==> config.mk <==
export PLATFORM = sky130hd
export DESIGN_NAME = instr_fetch
export DESIGN_NICKNAME = d
export VERILOG_FILES = /design/src/rtl/fetch_pkg.sv /design/src/rtl/fetch_fifo.sv /design/src/rtl/instr_fetch.sv
export SDC_FILE = /design/constraint.sdc
export NUM_CORES = 1
export LEC_CHECK = 0
export ABC_AREA = 1
export CORE_MARGIN = 4
export CORE_UTILIZATION = 30
export DETAILED_ROUTE_END_ITERATION = 12
export PLACE_DENSITY_LB_ADDON = 0.05
export SLEW_MARGIN = 20
export SYNTH_ARGS = -nofsm -noshare
export SYNTH_HDL_FRONTEND = slang
export SYNTH_SLANG_ARGS = --single-unit
==> constraint.sdc <==
create_clock -name clk -period 12.6 [get_ports clk]
set_input_delay 3.15 -clock clk [delete_from_list [all_inputs] [get_ports clk]]
set_output_delay 3.15 -clock clk [all_outputs]
set_load 0.01 [all_outputs]
==> src/rtl/fetch_pkg.sv <==
// Shared types for the instruction fetch unit: FSM states, the NOP used for
// misalignment traps, and the fetch buffer entry layout.
package fetch_pkg;

  typedef enum logic [1:0] {
    S_IDLE = 2'd0,
    S_WAIT = 2'd1,
    S_DROP = 2'd2
  } fetch_state_t;

  localparam logic [31:0] NOP_INSTR = 32'h0000_0013;

  typedef struct packed {
    logic [31:0] pc;
    logic [31:0] instr;
    logic        misalign;
  } fetch_entry_t;

  localparam int ENTRY_W = $bits(fetch_entry_t);

endpackage

==> src/rtl/fetch_fifo.sv <==
// Fetch buffer: DEPTH-entry FIFO (DEPTH a power of two) with a flush that
// empties it in one edge and overrides any simultaneous push or pop.
module fetch_fifo
  import fetch_pkg::*;
#(
  parameter int DEPTH = 2
) (
  input  logic                   clk,
  input  logic                   rst,
  input  logic                   push,
  input  logic [ENTRY_W-1:0]     push_data,
  input  logic                   pop,
  input  logic                   flush,
  output logic [$clog2(DEPTH):0] count,
  output logic                   empty,
  output logic [ENTRY_W-1:0]     head
);

  localparam int PW = $clog2(DEPTH);
  localparam int CW = PW + 1;

  logic [ENTRY_W-1:0] r_mem [DEPTH];
  logic [PW-1:0]      r_wr_ptr;
  logic [PW-1:0]      r_rd_ptr;
  logic [CW-1:0]      r_count;
  logic               w_push;
  logic               w_pop;

  assign w_push = push && !flush;
  assign w_pop  = pop && !flush && (r_count != '0);

  // Pointers are exactly PW bits wide, so they wrap modulo DEPTH on their own.
  always_ff @(posedge clk or negedge rst) begin
    if (!rst) begin
      r_wr_ptr <= '0;
      r_rd_ptr <= '0;
      r_count  <= '0;
    end else if (flush) begin
      r_wr_ptr <= '0;
      r_rd_ptr <= '0;
      r_count  <= '0;
    end else begin
      if (w_push) r_wr_ptr <= r_wr_ptr + PW'(1);
      if (w_pop)  r_rd_ptr <= r_rd_ptr + PW'(1);
      if (w_push && !w_pop)      r_count <= r_count + CW'(1);
      else if (!w_push && w_pop) r_count <= r_count - CW'(1);
    end
  end

  always_ff @(posedge clk) begin
    if (w_push) r_mem[r_wr_ptr] <= push_data;
  end

  assign count = r_count;
  assign empty = (r_count == '0);
  assign head  = r_mem[r_rd_ptr];

endmodule

==> src/rtl/instr_fetch.sv <==
// Instruction fetch: one outstanding memory read, responses buffered for decode.
// Define FETCH_MISALIGN_TRAP_EN to trap misaligned PCs instead of forcing alignment.
module instr_fetch
  import fetch_pkg::*;
#(
  parameter int DEPTH = 2
) (
  input  logic        clk,
  input  logic        rst,
  input  logic [31:0] pc,
  output logic        pc_we,
  input  logic        flush,
  output logic        mem_req,
  output logic [31:0] mem_addr,
  input  logic        mem_gnt,
  input  logic        mem_rvalid,
  input  logic [31:0] mem_rdata,
  output logic        id_valid,
  input  logic        id_ready,
  output logic [31:0] id_instr,
  output logic [31:0] id_pc
`ifdef FETCH_MISALIGN_TRAP_EN
  ,
  output logic        id_misalign
`endif
);

  localparam int            CW      = $clog2(DEPTH) + 1;
  localparam logic [CW-1:0] DEPTH_C = CW'(DEPTH);

  fetch_state_t  r_state;
  logic [31:0]   r_req_pc;
  logic [CW-1:0] w_count;
  logic          w_empty;
  logic          w_room;
  logic          w_issue;
  logic          w_push;
  logic          w_pop;
  fetch_entry_t  w_push_entry;
  fetch_entry_t  w_head;

  // Only IDLE can issue, so nothing is outstanding when the room check runs.
  assign w_room = w_count < DEPTH_C;

`ifdef FETCH_MISALIGN_TRAP_EN
  logic r_halt;
  logic w_misaligned;
  logic w_trap;

  assign w_misaligned = pc[1:0] != 2'b00;
  assign w_trap   = rst && (r_state == S_IDLE) && !flush && w_room && !r_halt && w_misaligned;
  assign w_issue  = rst && (r_state == S_IDLE) && !flush && w_room && !r_halt && !w_misaligned;
  assign mem_addr = pc;
  assign w_push   = ((r_state == S_WAIT) && mem_rvalid && !flush) || w_trap;
`else
  assign w_issue  = rst && (r_state == S_IDLE) && !flush && w_room;
  assign mem_addr = {pc[31:2], 2'b00};
  assign w_push   = (r_state == S_WAIT) && mem_rvalid && !flush;
`endif

  always_comb begin
    w_push_entry          = '0;
    w_push_entry.pc       = r_req_pc;
    w_push_entry.instr    = mem_rdata;
    w_push_entry.misalign = 1'b0;
`ifdef FETCH_MISALIGN_TRAP_EN
    if (w_trap) begin
      w_push_entry.pc       = pc;
      w_push_entry.instr    = NOP_INSTR;
      w_push_entry.misalign = 1'b1;
    end
`endif
  end

  // A flush in WAIT with no response yet leaves one read in flight that DROP swallows.
  always_ff @(posedge clk or negedge rst) begin
    if (!rst) begin
      r_state  <= S_IDLE;
      r_req_pc <= '0;
`ifdef FETCH_MISALIGN_TRAP_EN
      r_halt   <= 1'b0;
`endif
    end else begin
      case (r_state)
        S_IDLE: begin
          if (w_issue && mem_gnt) begin
            r_req_pc <= pc;
            r_state  <= S_WAIT;
          end
        end
        S_WAIT: begin
          if (mem_rvalid)  r_state <= S_IDLE;
          else if (flush)  r_state <= S_DROP;
        end
        S_DROP: begin
          if (mem_rvalid) r_state <= S_IDLE;
        end
        default: r_state <= S_IDLE;
      endcase
`ifdef FETCH_MISALIGN_TRAP_EN
      if (flush)       r_halt <= 1'b0;
      else if (w_trap) r_halt <= 1'b1;
`endif
    end
  end

  fetch_fifo #(
    .DEPTH(DEPTH)
  ) u_fifo (
    .clk      (clk),
    .rst      (rst),
    .push     (w_push),
    .push_data(w_push_entry),
    .pop      (w_pop),
    .flush    (flush),
    .count    (w_count),
    .empty    (w_empty),
    .head     (w_head)
  );

  assign mem_req  = w_issue;
  assign pc_we    = w_issue && mem_gnt;
  assign w_pop    = !w_empty && id_ready;
  assign id_valid = !w_empty;
  assign id_instr = w_empty ? '0 : w_head.instr;
  assign id_pc    = w_empty ? '0 : w_head.pc;

`ifdef FETCH_MISALIGN_TRAP_EN
  assign id_misalign = w_empty ? 1'b0 : w_head.misalign;
`else
  logic w_unused;
  assign w_unused = w_head.misalign;
`endif

endmodule

# Yosys cells after proc, flatten, opt, wreduce, memory -nomap -nowiden
# Memory sizes are Yosys's and may differ from the RTL's.
# Index checks and enable logic that the tools add are counted.
# Widths: inputs -> output; s select.
# word_totals
register_bits	38
latchBits	0
ramBits	128
rom_bits	0
in_bits	70
output_inout_bits	99
elab_cells	56
mem_count	1
# mem_list
name	words	width	read_ports	rd_ports_with_merged_regs	wr	line_no	source
u_fifo.r_mem	2	64	1	0	1	fetch_fifo.sv:22	logic [ENTRY_W-1:0] r_mem [DEPTH];
# classes
add_sub_neg	4
multipliers	0
div_mod_pow	0
order_cmp	1
n_eq_ne	5
n_shift	0
n_mux	16
bitwise	0
n_reduce_logical	24
# ops
operator	n
$mux 32	2
$mux 2	7
$logic_and 1x1->1	12
$mux 1	6
$pmux 2 s3	1
$reduce_bool 2->1	3
$logic_not 1->1	4
$logic_not 2->1	2
$ne 2x2->1 const B	2
$ne 3x3->1 const B	1
$reduce_and 3->1	1
$reduce_bool 3->1	1
$add 1x1->1 const B	2
$add 2x1->2 const B	1
$eq 2x1->1 const B	1
$eq 2x2->1 const B	1
$lt 2x2->1 const B	1
$reduce_and 2->1	1
$sub 2x1->2 const B	1

# Longest topological paths before layout
# Gate-level depths: netlist of the first run.
# logic_depth
depth_word	9
ltp_mapped	9
mapped_depth_nobuf	9

# Cells and area by module
# From an unflattened synthesis of the first run, not the netlist that was laid out.
# hier_totals
hier_cells	572
area_unflattened_um2	7310.8
# modules_own_cells
mod	n_inst	cells_each	area_each_um2	seq_area_each_um2
fetch_fifo	1	240	5034.8	4003.8
instr_fetch	1	332	2275.9	850.8

# Worst setup path before layout of the first run
# No wires, ideal clock.
# synth_timing
path_kind	input to output
start	in flush
end	out pc_we
t_arrival_ps	3859
required_ps	9450
slack_ps	5591
stages	6
path_buffers	1
path_cell_list	inv_2 nand3_2 nor3_4 nand2_2 clkinv_2 buf_6
# synth_between
elab_chain_cells	4
# synth_lines
element	line_no	source
start, declared	instr_fetch.sv:12	input logic flush,
$logic_not 1->1	instr_fetch.sv:56	assign w_issue = rst && (r_state == S_IDLE) && !flush && w_room;
$logic_and 1x1->1 (2 in a row)	instr_fetch.sv:56	
net mem_req	instr_fetch.sv:13	output logic mem_req,
$logic_and 1x1->1	instr_fetch.sv:122	assign pc_we = w_issue && mem_gnt;
end, declared	instr_fetch.sv:11	output logic pc_we,
# The timed path passes the listed nets, and every way through them passes these cells.

# Worst setup path in the final report of the first run
# layout_timing
start	in flush
end	out pc_we
# layout_between
elab_chain_cells	4
# layout_lines
element	line_no
$logic_not 1->1	instr_fetch.sv:56
$logic_and 1x1->1 (2 in a row)	instr_fetch.sv:56
$logic_and 1x1->1	instr_fetch.sv:122
# No other way between the ends.

==> results list, run 1 <==
- Worst slack at placement: 3.52 ns
- The area growth from synthesis to layout is 34.4%.
- For this run, design rule violations remaining after detail routing come to 0.
* Maximum frequency from static timing analysis: 111 MHz
- On the worst path, the slowest cell contributes a delay of 0.64 ns.
- Setup slack on the worst reg-to-reg path comes out at 10.04 ns.
- The analysis attributes to cell leakage a power of 0.00331 uW.
- By area the synthesized netlist is led by sky130_fd_sc_hd__edfxtp_1, sky130_fd_sc_hd__dfrtp_1, sky130_fd_sc_hd__nand2_1, sky130_fd_sc_hd__a21oi_1, sky130_fd_sc_hd__buf_4.
* Clock slew at the register clock pins of the worst setup and hold paths: 0.06 ns
- The congestion estimate from routability-driven global placement came to 0.772.
- The worst setup path is launched from an input port.
- Actual transition at the worst max-transition pin: 0.827 ns
- Mapped Cells: 559
- The initial utilization of the core area, before any placement, comes to 30.9%.
- After synthesis the netlist holds a flip-flop and latch count of 166.
* Worst-path cell chain: clkdlybuf4s50_1 -> inv_2 -> nand3_2 -> nor3_4 -> nand2_2 -> clkinv_2 -> clkdlybuf4s50_1
- Cell variety after synth: 21
- Count of buffers inserted at the top-level ports: 166
- In the final routing, the length of wire on met1 measures 7.26 mm.
- Number of buffers inserted during clock tree synthesis: 17
- Count of final max-slew check failures: 0
- Number of max-cap violations: 0
- In this run the top signal layer used is met4.
* Fraction of the yosys area taken by sequential cells: 73.0%
* Share of the clock period used by the worst path: 71.3%
- Clock latency on the worst-skew pair, taken at its later pin, is 0.42 ns.
- STA classifies the critical path endpoint as a primary output.
- For the worst flop-to-flop path, the logic depth is 6.
- Vias in the first global route: 4431
- Routed length per placed instance: 16.0 um
* Maximum fanout encountered on the critical timing path: 34
- TritonCTS built the clock tree.
- IR drop worst, VDD: 0.0827 mV
* Core area: 0.0213 mm^2
- The die covers 0.0243 mm^2.
* Hold WC Path Type: reg -> reg
* Unrepaired setup endpoints after global routing: false
- Antenna violations before repair: 0
* Total non-filler cell area in the finished layout: 0.00883 mm^2
- Die boundary height: 156 um
- Global-route wire length before repair: 24.2 mm
- Floorplan row count: 53
- Final count of hold timing violations: 0
- Num ports: 169
* Congestion Overflow GR: 0
- Post-synthesis instance area: 0.00657 mm^2
- Via-per-instance ratio: 4.39
- In this run the critical register-to-register path is launched from r_state[1]$_DFFE_PN0P_.
- The share of total power dissipated in the clock network is 38.3%.
- The internal portion of the total power is 980 uW.
- Antenna cells: 0
- In this run the power spent charging and discharging nets is 305 uW.
- Clock Sinks: 166
- On the final layout, the worst hold slack is 0.471 ns.
- In this run the power density over the cells is 146 mW/mm^2.
* Standard cell with the maximum stage delay on the critical path: sky130_fd_sc_hd__clkdlybuf4s50_1
* Post-route setup TNS: 0 ns
- Measured against its own limit, the worst slew margin works out to 44.9%.
- The detail route stage leaves a number of antenna-violating nets equal to 0.
* Critical path data arrival time: 5.83 ns
- CTS hold repair buffers: 0
- In the detailed route, the total length drawn on met3 is 871 um.
* Number of gates given a new drive strength after cts: 0
- Cell repeated most along the worst path: sky130_fd_sc_hd__clkdlybuf4s50_1
- HPWL after detailed placement: 9.50 mm
* Post-Place Cell Area: 0.00826 mm^2
- Combinational logic burns 11.0% of the power.
- Setup Fix Bufs, Post-CTS: 0
* Initial drt markers: 174
- Counting along the longest clock path gives a buffer depth of 2.
- Wire length on met2: 7.44 mm
* Share of power burned in registers: 50.7%
- The flow ran to the end, and the final reports show no timing, DRC or antenna violations.
- Counting instances, the worst hold path has a depth of 0.
- CTS built an H-tree with a depth of 4.
- Cells fill 41.5% of the core in the end.
- Critical path required time: 9.45 ns
- Final Critical Period: 8.98 ns
* Post-layout worst setup margin: 3.62 ns
- Endpoint of the worst hold-timing path: u_fifo.r_mem[1][38]$_DFFE_PP_
- Post-layout net count: 763
- Hold path startpoint: r_req_pc[6]$_DFFE_PN0P_
- Detailed-route via count: 4309
- Pre-Repair DR Iteration Count: 4
* Global-route usage over all layers: 12.9%
- Crit Path Class: in -> out
- Die width: 156 um
- Setup-failing EPs final: 0
- Area share of the largest cell type after synthesis: 58.5%
* Maximum number of pins on one net before global-route repair: 67
* Ratio of cells with drive above 1 in the final layout: 6.94%
* Root buf cell: sky130_fd_sc_hd__clkbuf_16
* Switching part of the total: 23.8%
* Clock tree skew after final layout: 0.0100 ns
- Synthesized area per cell: 11.8 um^2
- The endpoint identified for the worst register-to-register timing path is u_fifo.r_mem[0][12]$_DFFE_PP_.
- The Yosys step of the flow raised 0 warnings.
- The largest total area in the synthesized netlist belongs to sky130_fd_sc_hd__edfxtp_1.
- For this block, the routed nets add up to 15.7 mm of wire.
[metrics by stage]
stage	cells	power (uW)
6_report	981	1290
3_5_place_dp	949	808
5_1_grt	981	1340
4_1_cts	981	1300
3_3_place_gp	949	805
2_1_floorplan	560	729
[routing by layer]
layer  GRT usage [%]  vias up
met4            3.92        0
met2            21.2      117
met5               0        -
met1            16.6     2071
met3            3.61       10
li1                -     2111
[layout make-up]
cell class	count	area [um^2]
Tap cell	275	344
Sequential cell	166	4800
Clock inverter	13	123
Multi-Input combinational cell	325	1380
Inverter	11	42.5
Clock buffer	19	443
Fill cell	2030	12500
Timing Repair Buffer	172	1700
[cells in the mapped netlist]
cell type                    n
sky130_fd_sc_hd__nand2_1   235
sky130_fd_sc_hd__inv_2       2
sky130_fd_sc_hd__conb_1      1
sky130_fd_sc_hd__o31ai_1     1
sky130_fd_sc_hd__buf_6       3
sky130_fd_sc_hd__nand3_1     8
sky130_fd_sc_hd__o21ai_0     3
sky130_fd_sc_hd__nor3_4      1
sky130_fd_sc_hd__nand2_2     1
sky130_fd_sc_hd__nand3_4     1
sky130_fd_sc_hd__a21oi_1    66
sky130_fd_sc_hd__buf_4      32
sky130_fd_sc_hd__clkinv_2    1
sky130_fd_sc_hd__buf_2      14
sky130_fd_sc_hd__nor2_1      5
sky130_fd_sc_hd__nand3_2     1
sky130_fd_sc_hd__inv_1       8
sky130_fd_sc_hd__edfxtp_1  128
sky130_fd_sc_hd__clkbuf_1    9
sky130_fd_sc_hd__dfrtp_1    38
sky130_fd_sc_hd__nand4_1     1
[flip-flops by register name, indices dropped and copies added (netlist names)]
name,flops
r_req_pc,32
u_fifo.r_rd_ptr,1
u_fifo.r_wr_ptr,1
u_fifo.r_mem,128
r_state,2
u_fifo.count,2
[kinds of logic after synthesis]
group	count (synthesis)	share of synthesized area, %
and+or+nand+nor	253	15.2
AOI/OAI and AO/OA	70	5.37
other	1	0.0571
buffers and inverters	69	6.40
DFF	166	73.0
[placed cells by master (no fill, tap or decap), drive strengths merged]
cell,count
a21oi,66
buf,7
bufinv,1
clkbuf,19
clkdlybuf4s50,165
clkinv,5
clkinvlp,4
conb,2
dfrtp,38
edfxtp,128
inv,14
nand2,236
nand3,10
nand4,1
nor2,5
nor3,1
o21ai,3
o31ai,1
[worst max-delay path: cells and delay by family]
family / cells / cell delay [ns]
buffers and inverters: 4 / 1.94
and+or+nand+nor: 3 / 0.70
[power by group through the flow]
stage / logic (uW) / registers, uW / clock network [uW]
2_1_floorplan: 71.1 / 658 / 0
3_5_place_dp: 144 / 663 / 0
3_3_place_gp: 144 / 661 / 0
5_1_grt: 158 / 656 / 530
6_report: 141 / 652 / 492
4_1_cts: 145 / 652 / 505
[worst max path at each step]
stage	from	endpoint	depth (start not counted)
2_1_floorplan	flush	pc_we	6
3_3_place_gp	flush	pc_we	7
3_5_place_dp	flush	pc_we	7
4_1_cts	flush	pc_we	7
5_1_grt	flush	pc_we	7
6_report	flush	pc_we	7
(Power assumes the default switching activity.)
==> inputs of run 2 (changes only) <==
==> constraint.sdc (replaced) <==
create_clock -name clk -period 9.4 [get_ports clk]
set_input_delay 2.35 -clock clk [delete_from_list [all_inputs] [get_ports clk]]
set_output_delay 2.35 -clock clk [all_outputs]
set_load 0.01 [all_outputs]
==> run 2 against run 1 <==
Clock-buffer cell count up 1. First-iteration DRC count unchanged. Register-to-register slack worse by 3.3 ns. Total power up 38%. Setup slack worse by 1.6 ns. Sequential power up 34%. Non-clock buffer count unchanged.
==> results list, run 2 (synthesized netlist as in run 1, its figures left out) <==
* Remaining routing DRC violations: 0
- Unrepaired setup endpoints after global routing: false
- Ratio of cells with drive above 1 in the final layout: 7.08%
- Largest register FFs: 128
* Setup-failing EPs final: 0
- The worst path uses 78.3% of the clock period.
- The first global-routing pass estimated 24.7 mm of wire.
- Cells after DPL: 949
* Post-layout net count: 763
- Maximum number of pins on one net before global-route repair: 67
- Ranked by flip-flop count, first place goes to u_fifo.r_mem.
* Post-Place Cell Area: 0.00826 mm^2
- Status: finished, final reports clean
* Critical path required time: 7.05 ns
* Kind of capture point of the worst setup path: primary output
- Root buf cell: sky130_fd_sc_hd__clkbuf_16
- In the routed layout, each cell is associated on average with a via count of 4.40.
- Count of buffers inserted at the top-level ports: 166
- After routing the design area is 0.00888 mm^2.
- After routing, the total negative slack on setup checks comes to 0 ns.
- In this run the tightest slew margin relative to its limit is 44.4%.
- Standard cell with the maximum stage delay on the critical path: sky130_fd_sc_hd__clkdlybuf4s50_1
- Leading cell types in the layout, fill and taps excluded: sky130_fd_sc_hd__nand2_1, sky130_fd_sc_hd__clkdlybuf4s50_1, sky130_fd_sc_hd__edfxtp_1, sky130_fd_sc_hd__a21oi_1, sky130_fd_sc_hd__dfrtp_1
- Maximum frequency from static timing analysis: 136 MHz
- In this run, post-CTS hold repair placed 0 buffers.
- The worst hold path passes through 0 cells.
- The number of endpoints with negative hold slack in the final report is 0.
- 0 antenna diodes ended up in the layout.
* Leakage dissipation: 0.00334 uW
- The critical path in this run is classified as in -> out.
- Dividing the detail-routed wire length by the instance count gives 16.1 um.
- Counting every sink on the clock net gives 166.
- For this block, the via count after detailed routing is 4317.
- The initialized floorplan defines 53 standard-cell rows.
- Internal power summed over all cells: 1360 uW
- In this run the deepest clock path goes through 2 buffers.
- Of all nets on the critical path, the largest fanout is 34.
- Counting the buffers created by CTS gives 17.
- Vias in the first global route: 4558
- Antenna-violating nets left: 0
* Critical path data arrival time: 5.01 ns
- Power spent charging and discharging nets: 410 uW
* Global placer's final weighted congestion: 0.736
- Count of non-filler cells in the finished layout: 981
* Clock tree skew after final layout: 0.0103 ns
- In this design, the stage delay of the slowest critical-path cell is 0.64 ns.
- Worst-path cell chain: clkdlybuf4s50_1 -> inv_2 -> nand3_2 -> nor3_4 -> nand2_2 -> clkinv_2 -> clkdlybuf4s50_1
* Overall routed net length: 15.8 mm
* Number of max-cap violations: 0
- TritonCTS built the clock tree.
* Die width: 156 um
* Setup Fix Bufs, Post-CTS: 0
- The largest registers in the layout are u_fifo.r_mem (128), r_req_pc (32).
- After the first detailed-routing iteration, the DRC count stood at 174.
- The first detailed-routing pass ran for 5 iterations.
- Initial Utilization: 30.9%
* Clock slew at the register clock pins of the worst setup and hold paths: 0.06 ns
* Congestion Overflow GR: 0
- Area delta synth->final: 35.2%
- In this run the vertical extent of the chip is 156 um.
* Count of final max-slew check failures: 0
- 169 I/O pins were placed.
* Count of buffering cells on the critical path with inverters included: 4
- Sequential cells burn 49.3% of the power.
* Depth of the most critical reg-to-reg path: 6
* Startpoint types: input port
- Logic depth of the worst path, buffers included: 7
- Number of gates given a new drive strength after cts: 0
- HPWL after detailed placement: 9.43 mm
* Global-route usage over all layers: 13.2%
- Leaving out fill and tap cells, the most frequent cell in the layout is sky130_fd_sc_hd__nand2_1.
- At the later pin of the worst-skew pair, clock insertion delay measures 0.41 ns.
- At the pin with the least slew margin, the transition time is 0.833 ns.
- Switching part of the total: 23.1%
- The H-tree was split into 4 levels.
- In this run, the clock network consumes 40.0% of the power.
- The path class of the tightest hold or removal check is reg -> reg.
* Area of the die: 0.0243 mm^2
- Antenna violations before repair: 0
- Dividing total power by cell area gives a power density of 200 mW/mm^2.
- On the critical path the largest part of the delay comes from buffers and inverters.
* Core area: 0.0213 mm^2
- Combinational fraction of design power: 10.7%
- By instance count, the cell type seen most on the critical path is sky130_fd_sc_hd__clkdlybuf4s50_1.
* IR drop worst, VDD: 0.100 mV
- For the finished layout, the period the worst path requires is 7.36 ns.
==> run 2: path summary, 6_finish.rpt <==
kind,from,endpoint,slack (ns)
max in group asynchronous,rst,u_fifo.r_rd_ptr$_DFFE_PN0P_,6.84
hold / removal,r_req_pc[20]$_DFFE_PN0P_,u_fifo.r_mem[1][52]$_DFFE_PP_,0.47
hold reg to reg,r_req_pc[20]$_DFFE_PN0P_,u_fifo.r_mem[1][52]$_DFFE_PP_,0.47
setup reg to reg,r_state[1]$_DFFE_PN0P_,u_fifo.r_mem[0][56]$_DFFE_PP_,6.73
min in group asynchronous,rst,r_req_pc[14]$_DFFE_PN0P_,2.15
setup / recovery,flush,pc_we,2.04
==> run 2: through the flow <==
stage | util (%) | total power, uW | hold slack [ns] | worst slack (ns)
4_1_cts | 41.7 | 1800 | 0.468 | 1.94
6_report | 41.7 | 1770 | 0.469 | 2.04
5_1_grt | 41.7 | 1850 | 0.484 | 1.76
3_3_place_gp | 38.8 | 1080 | 0.447 | 1.98
2_1_floorplan | - | 977 | 0.442 | 3.58
3_5_place_dp | 38.8 | 1080 | 0.458 | 1.92
==> run 2: cell type report <==
| class | count | area (um^2) |
|---|---|---|
| well taps | 275 | 344 |
| fillers | 2030 | 12400 |
| inverters | 11 | 42.5 |
| clock inverters | 12 | 138 |
| multi-input cells | 325 | 1380 |
| flip-flops and latches | 166 | 4800 |
| clock buffers | 20 | 478 |
| repair buffers | 172 | 1700 |
==> run 2: layer usage <==
layer | global-route usage, % | vias to the layer above | share of wire (%)
li1 | - | 2109 | -
met1 | 16.9 | 2066 | 46
met2 | 22.0 | 130 | 48
met3 | 3.25 | 12 | 4.7
met4 | 4.09 | 0 | 1.1
met5 | 0 | - | 0
==> run 2: worst register-to-register path, cell delays in order (launching register included) <==
cell and delay [ns]:
sky130_fd_sc_hd__dfrtp_1 0.41, sky130_fd_sc_hd__inv_1 0.16, sky130_fd_sc_hd__nand3_4 0.13, sky130_fd_sc_hd__nor2_1 0.20, sky130_fd_sc_hd__inv_1 0.11, sky130_fd_sc_hd__nor2_4 0.64, sky130_fd_sc_hd__buf_4 0.62
==> run 2: power groups by stage <==
stage                     sequential [uW]  combinational (uW)  clock [uW]
after floorplan                       881                95.3           0
after global placement                886                 193           0
after global routing                  879                 212         760
after CTS                             874                 195         731
after detailed placement              889                 194           0
final                                 874                 190         710
==> inputs of run 3 (changes only) <==
==> constraint.sdc (replaced) <==
create_clock -name clk -period 6.44 [get_ports clk]
set_input_delay 1.61 -clock clk [delete_from_list [all_inputs] [get_ports clk]]
set_output_delay 1.61 -clock clk [all_outputs]
set_load 0.01 [all_outputs]
==> run 3 against run 2 <==
Design area is 0.17% higher. Critical path depth stayed put. Clock-buffer cell count is 2 lower. Critical path type unchanged.
==> results list, run 3 (synthesized netlist as in run 1, its figures left out) <==
- Count of buffers inserted at the top-level ports: 166
* Global-route usage over all layers: 13.0%
* TritonCTS clock tree: built
- Cell repeated most along the worst path: sky130_fd_sc_hd__clkdlybuf4s50_1
- Total non-filler cell area in the finished layout: 0.00889 mm^2
- CTS saw 166 sinks.
- Worst Hold Margin: 0.468 ns
* Top Family by Delay on Critical Path: buffers and inverters
- Post-Place Cell Area: 0.00829 mm^2
- The final number of max-transition violations was 0.
- Clock slew at the register clock pins of the worst setup and hold paths: 0.07 ns
- From synthesis to final layout, the design area changed by 35.4%.
* Count of buffering cells on the critical path with inverters included: 4
- STA classifies the critical path startpoint as an input port.
- Hold path startpoint: r_req_pc[15]$_DFFE_PN0P_
- For this design, the slowest cell found on the critical path is sky130_fd_sc_hd__clkdlybuf4s50_1.
- Leakage dissipation: 0.00334 uW
* Most common cell after layout, fill and taps aside: sky130_fd_sc_hd__nand2_1
- Post-layout worst setup margin: 1.55 ns
* Flip-flop and latch area: 0.00480 mm^2
- The number of endpoints with negative hold slack in the final report is 0.
- u_fifo.r_mem holds more flip-flops than any other register.
* Antenna cells: 0
* Die width: 156 um
* Setup Fix Bufs, Post-CTS: 0
* Area of the die: 0.0243 mm^2
* Num ports: 169
* Status: finished, final reports clean
- Largest register FFs: 128
- Global-route wire length before repair: 24.2 mm
- Counting the buffers created by CTS gives 17.
* IR drop worst, VDD: 0.199 mV
- Initial drt markers: 165
* Final Critical Period: 4.89 ns
- Area of the multi-input gates: 0.00138 mm^2
- The signal on the critical path passes through clkdlybuf4s50_1 -> inv_2 -> nand3_2 -> nor3_4 -> nand2_2 -> clkinv_2 -> clkdlybuf4s50_1.
- Gates resized during post-CTS repair numbered 0.
* Actual transition at the worst max-transition pin: 0.996 ns
- Core area: 0.0213 mm^2
* Overall routed net length: 15.9 mm
* Worst slack at placement: 1.57 ns
- The critical path in this run is classified as in -> out.
* Detailed-route via count: 4391
- Congestion Overflow GR: 0
- Maximum fanout encountered on the critical timing path: 6
* Largest registers: u_fifo.r_mem (128), r_req_pc (32)
* Hold WC Path Type: reg -> reg
* H-tree depth reported by CTS: 4
* Critical path required time: 4.83 ns
- The via count of the first global-routing pass came to 4431.
- Entering global routing, the biggest net connects 67 pins.
- Critical path data arrival time: 3.28 ns
- Unrepaired setup endpoints after global routing: false
- The root buffer cell chosen for the clock tree is sky130_fd_sc_hd__clkbuf_16.
- Max-cap violations in this run came to 0.
* FF-to-FF Start: r_state[1]$_DFFE_PN0P_
- In the finished design, the share of the clock period the worst path needs comes to 75.9%.
- The number of hold buffers added after CTS was 0.
- Worst-skew pair later-pin latency: 0.41 ns
- Filler Cell Count: 2018
* Initial Utilization: 30.9%
- The initial antenna violation count was 0.
- Ratio of cells with drive above 1 in the final layout: 7.59%
* Number of buffers between clock root and the deepest sink: 2
* Longest individual stage delay on the worst path: 0.53 ns
* Pre-Repair DR Iteration Count: 4
- Across the routed clock network, the largest skew measured is 0.0104 ns.
* Global placer's final weighted congestion: 0.716
* HPWL after detailed placement: 9.71 mm
* Setup-failing EPs final: 0
- Using the TritonRoute via totals, the vias-per-cell ratio works out to 4.45.
- Post-layout net count: 768
* Maximum frequency from static timing analysis: 205 MHz
- Remaining routing DRC violations: 0
* Power density normalized to cell area: 284 mW/mm^2
* Routed length per placed instance: 16.1 um
- Die boundary height: 156 um
- Antenna-violating nets left: 0
- In this run the tightest slew margin relative to its limit is 33.5%.
* Kind of capture point of the worst setup path: primary output
* Post-route setup TNS: 0 ns
- In this run the core area contains 53 standard-cell rows.
- In the layout the commonest cells are sky130_fd_sc_hd__nand2_1, sky130_fd_sc_hd__clkdlybuf4s50_1, sky130_fd_sc_hd__edfxtp_1, sky130_fd_sc_hd__a21oi_1, sky130_fd_sc_hd__dfrtp_1.
- Critical Path Start: flush
- For this run, the share of the core covered by cells in the final layout is 41.8%.
==> run 3: layer usage <==
metal / wire [um] / part of all wire, % / vias up / track usage (%)
met1: 7060 / 45 / 2129 / 16.4
met3: 797 / 5.0 / 6 / 3.63
met5: 0 / 0 / - / 0
met2: 7890 / 50 / 126 / 22.2
met4: 112 / 0.71 / 0 / 3.25
li1: - / - / 2130 / -
==> run 3: where the power goes <==
group          leakage (uW)  switching [uW]  internal [uW]
Clock              0.000268             424            543
Combinational       0.00143             145            138
Sequential          0.00164            37.6           1240
==> run 3: worst paths after layout <==
path	to	slack (ns)	cells after the start
setup / recovery	pc_we	1.55	7
hold / removal	u_fifo.r_mem[0][47]$_DFFE_PP_	0.47	0
setup reg to reg	u_fifo.r_mem[0][57]$_DFFE_PP_	3.82	6
hold reg to reg	u_fifo.r_mem[0][47]$_DFFE_PP_	0.47	0
max in group asynchronous	u_fifo.r_rd_ptr$_DFFE_PN0P_	4.61	2
min in group asynchronous	r_req_pc[14]$_DFFE_PN0P_	1.39	2
==> run 3: area by class of cell <==
| class | count | share of cell area (%) |
|---|---|---|
| repair buffers | 177 | 19.8 |
| multi-input cells | 325 | 15.5 |
| inverters | 11 | 0.478 |
| well taps | 275 | 3.87 |
| clock inverters | 14 | 1.62 |
| flip-flops and latches | 166 | 53.9 |
| clock buffers | 18 | 4.82 |
==> run 3: metrics by stage <==
step,total power [uW],instances
2_1_floorplan,1430,560
3_3_place_gp,1570,953
3_5_place_dp,1580,953
4_1_cts,2560,985
5_1_grt,2640,986
6_report,2530,986
